**config.mk**
```make
export PLATFORM = sky130hd
export DESIGN_NAME = layer_ram_controller
export DESIGN_NICKNAME = d
export VERILOG_FILES = /design/src/rtl/nn_ctrl_pkg.sv /design/src/rtl/lat_pipe.sv /design/src/rtl/layer_ram_controller.sv
export SDC_FILE = /design/constraint.sdc
export NUM_CORES = 1
export LEC_CHECK = 0
export ABC_AREA = 1
export BUFFER_PORTS_ARGS = -buffer_cell sky130_fd_sc_hd__buf_2
export CAP_MARGIN = 10
export CORE_MARGIN = 5
export CORE_UTILIZATION = 35
export CTS_BUF_LIST = sky130_fd_sc_hd__clkbuf_8
export DETAILED_ROUTE_END_ITERATION = 16
export PLACE_DENSITY_LB_ADDON = 0.25
export SYNTH_ARGS = -nofsm -noshare
export SYNTH_HDL_FRONTEND = slang
export SYNTH_SLANG_ARGS = --single-unit
```
**constraint.sdc**
```tcl
create_clock -name clk -period 1.5 [get_ports clk]
set_input_delay 0.075 -clock clk [delete_from_list [all_inputs] [get_ports clk]]
set_output_delay 0.075 -clock clk [all_outputs]
set_load 0.01 [all_outputs]
```
**src/rtl/nn_ctrl_pkg.sv**
```systemverilog
`default_nettype none
// +----------------------------------------------------------------------------+
// | nn_ctrl_pkg                                                                |
// | Layer-sequencing state encodings plus layer size / weight base helpers.    |
// | Revision: 1.0                                                              |
// +----------------------------------------------------------------------------+
package nn_ctrl_pkg;

  localparam logic [2:0] IDLE  = 3'd0;
  localparam logic [2:0] CLEAR = 3'd1;
  localparam logic [2:0] READ  = 3'd2;
  localparam logic [2:0] DRAIN = 3'd3;
  localparam logic [2:0] WRITE = 3'd4;
  localparam logic [2:0] DONE  = 3'd5;

  localparam int LAYER_MAX = 2;

  function automatic int layer_n_in(input logic [1:0] layer, input int inputs_l0,
                                    input int neurons_l0, input int neurons_l1);
    case (layer)
      2'd0:    return inputs_l0;
      2'd1:    return neurons_l0;
      2'd2:    return neurons_l1;
      default: return 0;
    endcase
  endfunction

  function automatic int layer_n_out(input logic [1:0] layer, input int neurons_l0,
                                     input int neurons_l1, input int neurons_l2);
    case (layer)
      2'd0:    return neurons_l0;
      2'd1:    return neurons_l1;
      2'd2:    return neurons_l2;
      default: return 0;
    endcase
  endfunction

  // extra is 1 when every neuron carries a bias word after its input weights
  function automatic int layer_base(input logic [1:0] layer, input int inputs_l0,
                                    input int neurons_l0, input int neurons_l1,
                                    input int extra);
    int span0;
    int span1;
    span0 = neurons_l0 * (inputs_l0 + extra);
    span1 = neurons_l1 * (neurons_l0 + extra);
    case (layer)
      2'd1:    return span0;
      2'd2:    return span0 + span1;
      default: return 0;
    endcase
  endfunction

endpackage
`default_nettype wire

```
**src/rtl/lat_pipe.sv**
```systemverilog
`default_nettype none
// +----------------------------------------------------------------------------+
// | lat_pipe                                                                   |
// | Fixed-depth shift register with synchronous clear, matching RAM latency.   |
// | Revision: 1.0                                                              |
// +----------------------------------------------------------------------------+
module lat_pipe #(
  parameter int DEPTH = 1,
  parameter int WIDTH = 1
) (
  input  logic             clk,
  input  logic             reset,
  input  logic [WIDTH-1:0] d,
  output logic [WIDTH-1:0] q
);

  logic [WIDTH-1:0] r_stage [DEPTH];

  always_ff @(posedge clk) begin
    if (reset) begin
      for (int i = 0; i < DEPTH; i++) r_stage[i] <= '0;
    end else begin
      r_stage[0] <= d;
      for (int i = 1; i < DEPTH; i++) r_stage[i] <= r_stage[i-1];
    end
  end

  assign q = r_stage[DEPTH-1];

endmodule
`default_nettype wire

```
**src/rtl/layer_ram_controller.sv**
```systemverilog
`default_nettype none
// +----------------------------------------------------------------------------+
// | layer_ram_controller                                                       |
// | Walks one layer's neurons/inputs, driving RAM reads, MAC strobes, writes.  |
// | Optional macro RAM_CTRL_BIAS_EN adds a per-neuron bias read (bias_sel).     |
// | Revision: 1.0                                                              |
// +----------------------------------------------------------------------------+
module layer_ram_controller
  import nn_ctrl_pkg::*;
#(
  parameter int ADDR_W     = 12,
  parameter int IDX_W      = 8,
  parameter int INPUTS_L0  = 4,
  parameter int NEURONS_L0 = 3,
  parameter int NEURONS_L1 = 3,
  parameter int NEURONS_L2 = 2,
  parameter int RAM_LAT    = 1
) (
  input  logic              clk,
  input  logic              reset,
  input  logic              start,
  input  logic [1:0]        layer,
  output logic              done,
  output logic              busy,
  output logic [ADDR_W-1:0] w_addr,
  output logic              w_re,
  output logic [IDX_W-1:0]  x_addr,
  output logic              x_re,
  output logic              acc_clr,
  output logic              acc_en,
`ifdef RAM_CTRL_BIAS_EN
  output logic              bias_sel,
`endif
  output logic [IDX_W-1:0]  y_addr,
  output logic              y_we
);

`ifdef RAM_CTRL_BIAS_EN
  localparam int c_BIAS   = 1;
  localparam int c_PIPE_W = 2;
`else
  localparam int c_BIAS   = 0;
  localparam int c_PIPE_W = 1;
`endif
  localparam int c_DRAIN_W = (RAM_LAT > 1) ? $clog2(RAM_LAT) : 1;
  localparam logic [c_DRAIN_W-1:0] c_LAT_LAST = c_DRAIN_W'(RAM_LAT - 1);

  logic [2:0]           r_state;
  logic [2:0]           w_next;
  logic [1:0]           r_layer;
  logic [IDX_W-1:0]     r_neuron;
  logic [IDX_W-1:0]     r_in_idx;
  logic [ADDR_W-1:0]    r_w_ptr;
  logic [c_DRAIN_W-1:0] r_drain;

  logic [IDX_W-1:0]     w_n_in;
  logic [IDX_W-1:0]     w_n_out;
  logic [IDX_W-1:0]     w_last_in;
  logic [ADDR_W-1:0]    w_base;
  logic                 w_bias_rd;
  logic [c_PIPE_W-1:0]  w_pipe_d;
  logic [c_PIPE_W-1:0]  w_pipe_q;

  assign w_n_in    = IDX_W'(layer_n_in(r_layer, INPUTS_L0, NEURONS_L0, NEURONS_L1));
  assign w_n_out   = IDX_W'(layer_n_out(r_layer, NEURONS_L0, NEURONS_L1, NEURONS_L2));
  // With bias, the READ run is one cycle longer: the bias word sits at index n_in.
  assign w_last_in = w_n_in - IDX_W'(1 - c_BIAS);
  assign w_base    = ADDR_W'(layer_base(layer, INPUTS_L0, NEURONS_L0, NEURONS_L1, c_BIAS));

`ifdef RAM_CTRL_BIAS_EN
  assign w_bias_rd = (r_state == READ) && (r_in_idx == w_n_in);
  assign w_pipe_d  = {w_bias_rd, (r_state == READ)};
  assign acc_en    = w_pipe_q[0];
  assign bias_sel  = w_pipe_q[1];
`else
  assign w_bias_rd = 1'b0;
  assign w_pipe_d  = (r_state == READ);
  assign acc_en    = w_pipe_q[0];
`endif

  lat_pipe #(
    .DEPTH (RAM_LAT),
    .WIDTH (c_PIPE_W)
  ) u_lat_pipe (
    .clk   (clk),
    .reset (reset),
    .d     (w_pipe_d),
    .q     (w_pipe_q)
  );

  always_ff @(posedge clk) begin
    if (reset) r_state <= IDLE;
    else       r_state <= w_next;
  end

  always_comb begin
    w_next = r_state;
    case (r_state)
      IDLE: begin
        if (start) w_next = (layer > 2'(LAYER_MAX)) ? DONE : CLEAR;
      end
      CLEAR: w_next = READ;
      READ: begin
        if (r_in_idx == w_last_in) w_next = DRAIN;
      end
      DRAIN: begin
        if (r_drain == c_LAT_LAST) w_next = WRITE;
      end
      WRITE: w_next = (r_neuron == w_n_out - IDX_W'(1)) ? DONE : CLEAR;
      DONE:  w_next = IDLE;
      default: w_next = IDLE;
    endcase
  end

  // Layer latch and walk counters; the layer only loads while IDLE.
  always_ff @(posedge clk) begin
    if (reset) begin
      r_layer  <= '0;
      r_neuron <= '0;
      r_in_idx <= '0;
      r_w_ptr  <= '0;
      r_drain  <= '0;
    end else begin
      case (r_state)
        IDLE: begin
          if (start) begin
            r_layer  <= layer;
            r_neuron <= '0;
            r_w_ptr  <= w_base;
          end
        end
        CLEAR: begin
          r_in_idx <= '0;
          r_drain  <= '0;
        end
        READ: begin
          r_in_idx <= r_in_idx + IDX_W'(1);
          r_w_ptr  <= r_w_ptr + ADDR_W'(1);
        end
        DRAIN: r_drain <= r_drain + c_DRAIN_W'(1);
        WRITE: begin
          if (r_neuron != w_n_out - IDX_W'(1)) r_neuron <= r_neuron + IDX_W'(1);
        end
        default: ;
      endcase
    end
  end

  always_comb begin
    busy    = (r_state != IDLE);
    done    = 1'b0;
    acc_clr = 1'b0;
    w_re    = 1'b0;
    w_addr  = '0;
    x_re    = 1'b0;
    x_addr  = '0;
    y_we    = 1'b0;
    y_addr  = '0;
    case (r_state)
      CLEAR: acc_clr = 1'b1;
      READ: begin
        w_re   = 1'b1;
        w_addr = r_w_ptr;
        x_re   = !w_bias_rd;
        x_addr = w_bias_rd ? '0 : r_in_idx;
      end
      WRITE: begin
        y_we   = 1'b1;
        y_addr = r_neuron;
      end
      DONE: done = 1'b1;
      default: ;
    endcase
  end

endmodule
`default_nettype wire

```
==> results of run 1 <==
==> registers in the layout (all words and copies together), names as in the netlist <==
name                count
r_in_idx                8
r_drain                 1
u_lat_pipe.r_stage      1
r_w_ptr                12
r_state                 3
r_layer                 2
r_neuron                8
==> routing by layer <==
| metal | global-route usage (%) | part of all wire, % | up-vias |
|---|---|---|---|
| met5 | 0 | 0 | - |
| met3 | 3.620 | 4.0 | 10 |
| met1 | 17.05 | 42 | 1151 |
| met2 | 29.39 | 52 | 50 |
| met4 | 3.175 | 1.6 | 0 |
| li1 | - | - | 1318 |
==> worst max-delay path: cells and delay by family (launching register included) <==
| kind | cells | cell delay, ns |
|---|---|---|
| compound gates | 1 | 0.16 |
| fa+ha+maj | 1 | 0.18 |
| buf+inv | 1 | 0.12 |
| flops | 1 | 0.37 |
| simple gates | 7 | 0.58 |
==> where the power goes <==
| group | total, mW | internal, mW | leakage, nW | switching, mW |
|---|---|---|---|---|
| clock | 0.893 | 0.538 | 0.0612 | 0.355 |
| sequential | 1.39 | 1.13 | 0.288 | 0.256 |
| combinational | 2.57 | 1.02 | 1.07 | 1.55 |
| total | 4.85 | 2.69 | 1.42 | 2.16 |
==> final cells by class <==
class / count / area, sq um
Clock inverter: 2 / 35.03
Tap cell: 80 / 100.1
Clock buffer: 6 / 82.58
Fill cell: 706 / 3600
Multi-Input combinational cell: 269 / 1544
Sequential cell: 35 / 721.9
Timing Repair Buffer: 70 / 439.2
Inverter: 57 / 234.0
==> cell families (layout without fill, tap and decap cells) <==
family                     after synthesis  count (layout)  synth area share (%)
AOI/OAI and AO/OA                       58              58                 13.26
and+or+nand+nor                        199             200                 39.15
DFF                                     35              35                 29.00
buffers and inverters                   69             135                 12.89
adders and majority gates               11              11                 5.696
==> Yosys cell counts <==
cell,number
buf_2,2
o21a_1,1
nor3_2,1
o21ai_0,19
nor3b_1,1
buf_6,5
o211ai_1,1
clkbuf_2,1
dfxtp_1,35
a311oi_1,1
inv_2,5
inv_1,50
nor2_8,2
or2_0,1
a22oi_1,1
nand2_4,5
nor3_1,7
inv_4,1
a21oi_1,26
a32o_1,1
a31oi_1,3
nand3_2,1
nand3_1,34
clkbuf_1,3
buf_4,1
nand2_1,78
ha_1,11
nor2_4,2
nand2_2,3
nor2_1,54
clkinv_4,1
nand4_1,4
nor2_2,3
o31ai_1,3
or2_2,2
o21ai_1,1
a211oi_1,1
nand3_4,1
==> repair_timing <==
action / CTS / global route
gates resized for setup: 10 / 52
pin swaps: 1 / 19
endpoints found under the setup margin: 30 / 34
setup buffers: 2 / 8
cloned: 0 / 1
==> how the worst max path moves through the flow <==
| stage | endpoint | start | slack [ns] | cells past startpoint |
|---|---|---|---|---|
| 6_report | r_neuron[1] | r_layer[0] | -0.01 | 10 |
| 3_3_place_gp | r_neuron[1] | r_layer[0] | 0.03 | 12 |
| 2_1_floorplan | r_neuron[5] | r_layer[0] | 0.02 | 13 |
| 3_5_place_dp | r_neuron[3] | r_layer[1] | -0.04 | 9 |
| 4_1_cts | r_neuron[3] | r_layer[0] | -0.00009 | 11 |
| 5_1_grt | r_neuron[3] | r_layer[0] | -0.10 | 9 |
==> through the flow <==
stage / setup TNS, ns / hold slack (ns) / util, % / cells
final: -0.03405 / 0.06397 / 46.72 / 519
after global routing: -0.6308 / 0.07569 / 46.72 / 519
after CTS: -0.00009270 / 0.05610 / 43.56 / 511
after detailed placement: -0.08952 / 0.3817 / 41.28 / 501
after global placement: 0 / 0.3836 / 41.28 / 501
after floorplan: 0 / 0.2271 / - / 372
==> results.tsv, run 1 <==
metric	value	unit
nNetsFinal	454	
violations	setup timing	
groute.usage.overall	15.34	%
drive_above_1_share	33.94	%
synthesis.area	2416	sq um
drt_iter0_drc	76	
worst_slack	-0.01337	ns
num_vias	2529	
worstReg2RegStart	r_layer[0]	
yosysTopAreaCellShare	29.00	%
finalClockSkew	0.007904	ns
synthCells	372	
finalSetupViolCount	5	
rsz0062_at_grt	yes	
path_cells	buf_6 -> ha_2 -> o21ai_1 -> nand2_2 -> nor2_4 -> nand2_4 -> nand2_4 -> nand2_2 -> nand2_2 -> nor2_2	
period_share	100.9	%
core	6756	sq um
clock_latency	0.29	ns
maxSlewHeadroom	81.89	%
clk_pin_slew	0.08	ns
p_per_area	1536	nW/um^2
port_buffers	39	
whs_endpoint	r_layer[1]	
stdcell_area	3157	sq um
synth_nets	388	
synth.area.top_cells	dfxtp_1 (29%), nand2_1 (12%), nor2_1 (8.4%)	
min_from	layer[1]	
critical_path_required	1.68	ns
grt_max_degree	17	
worst_pin_slew	0.2694	ns
max_stage_delay	0.37	ns
dpl.hpwl	4.910	mm
finalPower	4.847	mW
final_common_cell	nand2_1	
htreeDepth	2	
avgViaCountPerCell	4.873	
hold_class	input port to register	
fmax	0.6608	GHz
io_pins	40	
cp-start-kind	register	
period_needed	1.513	ns
routed_wl	6.583	mm
n_antenna_cell	0	
dpl_cell_area	2789	sq um
cts_hold_buf	0	
crit_path_frequent_cell	nand2_2	
cp-end-kind	register	
die_w	93.09	um
final_hold_viol_count	0	
drv_cap	0	
drtPass1Iterations	4	
leakagePower	1.423	nW
rows	30	
cts_root_buf	clkbuf_8	
syn_to_final_growth	30.66	%
cts_tree	built	
grt_pass1_vias	2415	
drc	0	
final-max-slew-violation-count	0	
rr_worst_depth	10	
critPathArrivalTime	1.69	ns
cts_num_sinks	35	
yosysWarnings	0	
synth-seq-cells	35	
ys_seq_area_share	29.00	%
synth.largest_area_cell	dfxtp_1	
avgSynthCellArea	6.495	sq um
dieArea	8665	sq um
start_util	35.76	%
final_cell_mix	nand2_1 (66), nor2_1 (48), inv_1 (44)	
antenna_left	0	
cts.path.max_buffers	2	
cpMaxStageDelayCell	dfxtp_4	
pre_cts_ws	-0.04417	ns
dieHeight	93.09	um
overflow	0	
critPathKind	register to register	
antenna_found_initial	0	
worst-r2r-setup-slack	-0.01	ns
grt_pass1_wl	10.85	mm
gp_congestion	0.8989	
outcome	complete, but fails checks	
timing.rr.end	r_neuron[1]	
synthDistinctLibCells	38	
peakVddDrop	0.5980	mV
post_drt_wl_per_cell	12.68	um
hold-path-cell-count	3	
crit_path_max_fanout	6	
cts_buffers	5	
Power figures use the tool's default switching activity.
==> run 2: changes to the inputs <==
ABC_AREA = not set   (was 1)
==> results.tsv, run 2 <==
metric	value	unit
regMostFlops	r_w_ptr	
dpl.hpwl	4.424	mm
period_share	122.4	%
cts.path.max_buffers	2	
yosysTopAreaCellShare	32.04	%
final_util	56.52	%
final_hold_viol_count	0	
drc	0	
maxSlewHeadroom	50.76	%
synthFlopType	dfxtp_1	
synth_edf_count	0	
dpl_cell_area	2809	sq um
rsz0062_at_grt	yes	
peakVddDrop	0.6278	mV
stdcell_area	3386	sq um
nNetsFinal	388	
worst_slack	-0.3364	ns
cp_top_family	simple AND/OR/NAND/NOR gates	
cts_buffers	5	
critPathKind	register to register	
final-max-slew-violation-count	0	
routed_wl	6.806	mm
yosysWarnings	0	
finalSetupViolCount	54	
cts_tree	built	
rows	28	
critical_path_required	1.69	ns
period_needed	1.836	ns
outcome	complete, but fails checks	
dieHeight	89.05	um
post_drt_wl_per_cell	15.23	um
synthDistinctLibCells	52	
synth.largest_area_cell	dfxtp_1	
grt_pass1_vias	2285	
gp_congestion	0.7963	
critPathArrivalTime	2.03	ns
fmax	0.5445	GHz
drt_iter0_drc	132	
path_cells	ha_4 -> or4_4 -> nor4_4 -> o2111a_2 -> nor2_4 -> a311oi_2	
synth_nets	298	
worst_pin_slew	0.7386	ns
cts_root_buf	clkbuf_8	
crit_path_max_fanout	8	
avgSynthCellArea	7.756	sq um
synth.area.top_cells	dfxtp_1 (32%), ha_1 (6.3%), and2_1 (5.4%)	
dieArea	7930	sq um
largest_registers	r_w_ptr (12), r_in_idx (8), r_neuron (8)	
grt_max_degree	36	
max_stage_delay	0.43	ns
synth.most_common_cell	dfxtp_1	
drive_above_1_share	44.62	%
htreeDepth	2	
leakagePower	1.522	nW
p_per_area	892.9	nW/um^2
groute.usage.overall	16.92	%
synth_common_cells	dfxtp_1 (35), nand2_1 (26), a21oi_1 (22)	
cp-end-kind	register	
antenna_left	0	
cpMaxStageDelayCell	or4_4	
avgViaCountPerCell	5.360	
finalClockSkew	0.005532	ns
final_common_cell	buf_4	
die_w	89.05	um
ys_seq_area_share	32.04	%
synthArstFlopShare	0	%
violations	setup timing	
port_buffers	39	
final_cell_mix	buf_4 (40), buf_6 (34), dfxtp_1 (30)	
drv_cap	0	
synth-seq-cells	35	
core	5991	sq um
syn_to_final_growth	54.81	%
n_antenna_cell	0	
antenna_found_initial	0	
hold_class	input port to register	
overflow	0	
clock_latency	0.28	ns
num_vias	2396	
largest_register_ffs	12	
grt_pass1_wl	10.73	mm
synthCells	282	
clk_pin_slew	0.07	ns
drtPass1Iterations	4	
cts_num_sinks	35	
io_pins	40	
start_util	36.51	%
path_buf_inv	0	
synthesis.area	2187	sq um
cp-start-kind	register	
run 2: cell types whose count changed in the layout (fill, tap and decap cells not counted), sizes merged, moves of 4 or more:
cell and delta:
a21oi -4, buf +29, and3 +13, nor2 -39
nor2b +5, and2 +21, nand3 -21, inv -45
mux2 +5, nand2 -60
run 2: metal layers:
layer  vias up  global-route usage (%)  routed length, um
li1       1186                       -                  -
met1      1137                   23.57               3175
met2        61                   26.92               3167
met3        12                   3.318                339
met4         0                   4.195                124
met5         -                       0                  0
run 2: cell families (layout without fill, tap and decap cells):
kind of cell,Yosys count,in the layout,synth area share (%)
and+or+nand+nor,130,130,32.38
DFF,35,35,32.04
muxes,6,6,3.032
buffers and inverters,29,119,5.320
adders and majority gates,11,11,6.293
AOI/OAI and AO/OA,67,67,19.34
xor gates and xnor gates,4,4,1.602
run 2: power breakdown:
part / total (mW) / switching (mW) / internal [mW]
clock: 0.695 / 0.335 / 0.361
sequential: 1.04 / 0.0529 / 0.989
combinational: 1.29 / 0.638 / 0.648
run 2: worst reg2reg max path, stage by stage (launching register included):
cell and delay, ns:
dfxtp_4 0.36, ha_4 0.15, or4_4 0.43, nor4_4 0.15, o2111a_2 0.34, nor2_4 0.09
a311oi_2 0.22
run 2: repair_timing:
action,in CTS,in global routing
endpoints found under the setup margin,48,57
pin swaps,11,28
buffers inserted,6,11
hold buffers,0,0
cloned,0,1
resized for setup,18,69
run 2: worst paths after layout:
check,cells after the start,to,slack [ns],startpoint
min,3,r_layer[0],0.07,layer[0]
min reg2reg,2,r_drain,0.50,r_drain
max,6,r_neuron[5],-0.34,r_layer[0]
max reg2reg,6,r_neuron[5],-0.34,r_layer[0]
run 2: metrics by stage:
step | setup slack, ns | TNS (ns) | total power, mW | cells | hold WS (ns)
finish | -0.3364 | -7.806 | 3.023 | 447 | 0.06724
global route | -0.4261 | -11.98 | 3.216 | 447 | 0.07523
CTS | -0.3427 | -6.124 | 2.770 | 436 | 0.06091
detailed placement | -0.3572 | -4.086 | 1.960 | 423 | 0.3629
global placement | -0.2950 | -3.361 | 1.955 | 423 | 0.3584
floorplan | -0.2261 | -1.779 | 1.583 | 282 | 0.2035
run 2: area by class of cell:
| class | count | area (sq um) |
|---|---|---|
| multi-input cells | 218 | 1587 |
| flip-flops and latches | 35 | 714.4 |
| well taps | 75 | 93.84 |
| repair buffers | 100 | 853.3 |
| inverters | 12 | 50.05 |
| fillers | 511 | 2605 |
| clock inverters | 1 | 5.005 |
| clock buffers | 6 | 82.58 |
==> run 3: changes to the inputs <==
CTS_BUF_LIST = sky130_fd_sc_hd__clkbuf_4   (was sky130_fd_sc_hd__clkbuf_8)
==> results.tsv, run 3 (same netlist as run 2, synthesis figures left out) <==
metric	value	unit
final_hold_viol_count	0	
grt_pass1_vias	2346	
drive_above_1_share	50.77	%
leakagePower	1.626	nW
clk_pin_slew	0.11	ns
core	5991	sq um
finalSetupViolCount	55	
dpl_cell_area	2809	sq um
rows	28	
post_drt_wl_per_cell	15.62	um
final_util	62.57	%
fmax	0.5425	GHz
rsz0062_at_grt	yes	
worst_slack	-0.3434	ns
period_share	122.9	%
final-max-slew-violation-count	0	
antenna_left	0	
hold_class	input port to register	
crit_path_max_fanout	7	
stdcell_count	467	
dieArea	7930	sq um
drtPass1Iterations	6	
io_pins	40	
largest_registers	r_w_ptr (12), r_in_idx (8), r_neuron (8)	
clock_latency	0.34	ns
grt_pass1_wl	10.96	mm
drt_iter0_drc	105	
grt_max_degree	36	
critPathArrivalTime	2.11	ns
dpl.hpwl	4.424	mm
worst_pin_slew	0.7511	ns
avgViaCountPerCell	5.362	
drv_cap	0	
critical_path_required	1.76	ns
largest_register_ffs	12	
antenna_found_initial	0	
htreeDepth	2	
period_needed	1.843	ns
outcome	complete, but fails checks	
num_vias	2504	
routed_wl	7.296	mm
finalClockSkew	0.01029	ns
cts.path.max_buffers	2	
syn_to_final_growth	71.40	%
dieHeight	89.05	um
cp-end-kind	register	
cp-start-kind	register	
stdcell_area	3749	sq um
n_antenna_cell	0	
maxSlewHeadroom	49.93	%
port_buffers	39	
cts_tree	built	
die_w	89.05	um
groute.usage.overall	17.45	%
placed_cells	423	
cts_buffers	5	
cts_num_sinks	35	
pre_cts_ws	-0.3572	ns
regMostFlops	r_w_ptr	
p_per_area	855.0	nW/um^2
peakVddDrop	0.5888	mV
nNetsFinal	408	
violations	setup timing	
cts_root_buf	clkbuf_4	
start_util	36.51	%
final_common_cell	buf_6	
final_cell_mix	buf_6 (59), buf_4 (45), dfxtp_1 (30)	
hold_slack	0.1887	ns
overflow	0	
drc	0	
gp_congestion	0.7963	
critPathKind	register to register	
==> run 3: worst paths after layout <==
path                            cells past startpoint          end  slack [ns]  startpoint
worst max register to register                      7  r_neuron[2]       -0.34  r_layer[1]
worst min-delay path                                5   r_layer[0]        0.19       start
worst max-delay path                                7  r_neuron[2]       -0.34  r_layer[1]
worst min register to register                      2      r_drain        0.50     r_drain
==> run 3: area by class of cell <==
cell class                      instances  area, sq um
Clock inverter                          2        8.758
Sequential cell                        35        716.9
Multi-Input combinational cell        218         1669
Tap cell                               75        93.84
Inverter                               12        52.55
Clock buffer                            5        37.54
Fill cell                             469         2242
Timing Repair Buffer                  120         1170
==> run 3: what timing repair did <==
item,in CTS,in global routing
gates resized for setup,26,113
pin swaps,14,40
cloned,1,2
hold endpoints to repair,2,0
buffers inserted,12,24
setup endpoints to repair,55,62
hold buffers,2,0
==> run 3: through the flow <==
stage          power (mW)  TNS [ns]
2_1_floorplan       1.583    -1.779
3_3_place_gp        1.955    -3.361
3_5_place_dp        1.960    -4.086
4_1_cts             2.678    -9.867
5_1_grt             3.403    -13.95
6_report            3.205    -9.881
==> run 3: critical path, stage by stage, from the launching register on <==
cell	delay (ns)
dfxtp_4	0.38
ha_4	0.16
buf_6	0.11
nand4_1	0.08
nor2_1	0.05
o2111a_2	0.32
or4b_1	0.52
a31oi_1	0.16
==> run 3: where the power goes <==
part | internal [mW] | total [mW] | switching, mW
combinational | 0.909 | 1.67 | 0.756
sequential | 0.989 | 1.04 | 0.0486
clock | 0.166 | 0.502 | 0.335
total | 2.06 | 3.21 | 1.14
==> run 3: layer usage <==
layer / track usage [%] / wire length, um
met1: 23.38 / 3319
met2: 28.21 / 3565
met3: 3.318 / 330
met4: 5.819 / 81
met5: 0 / 0
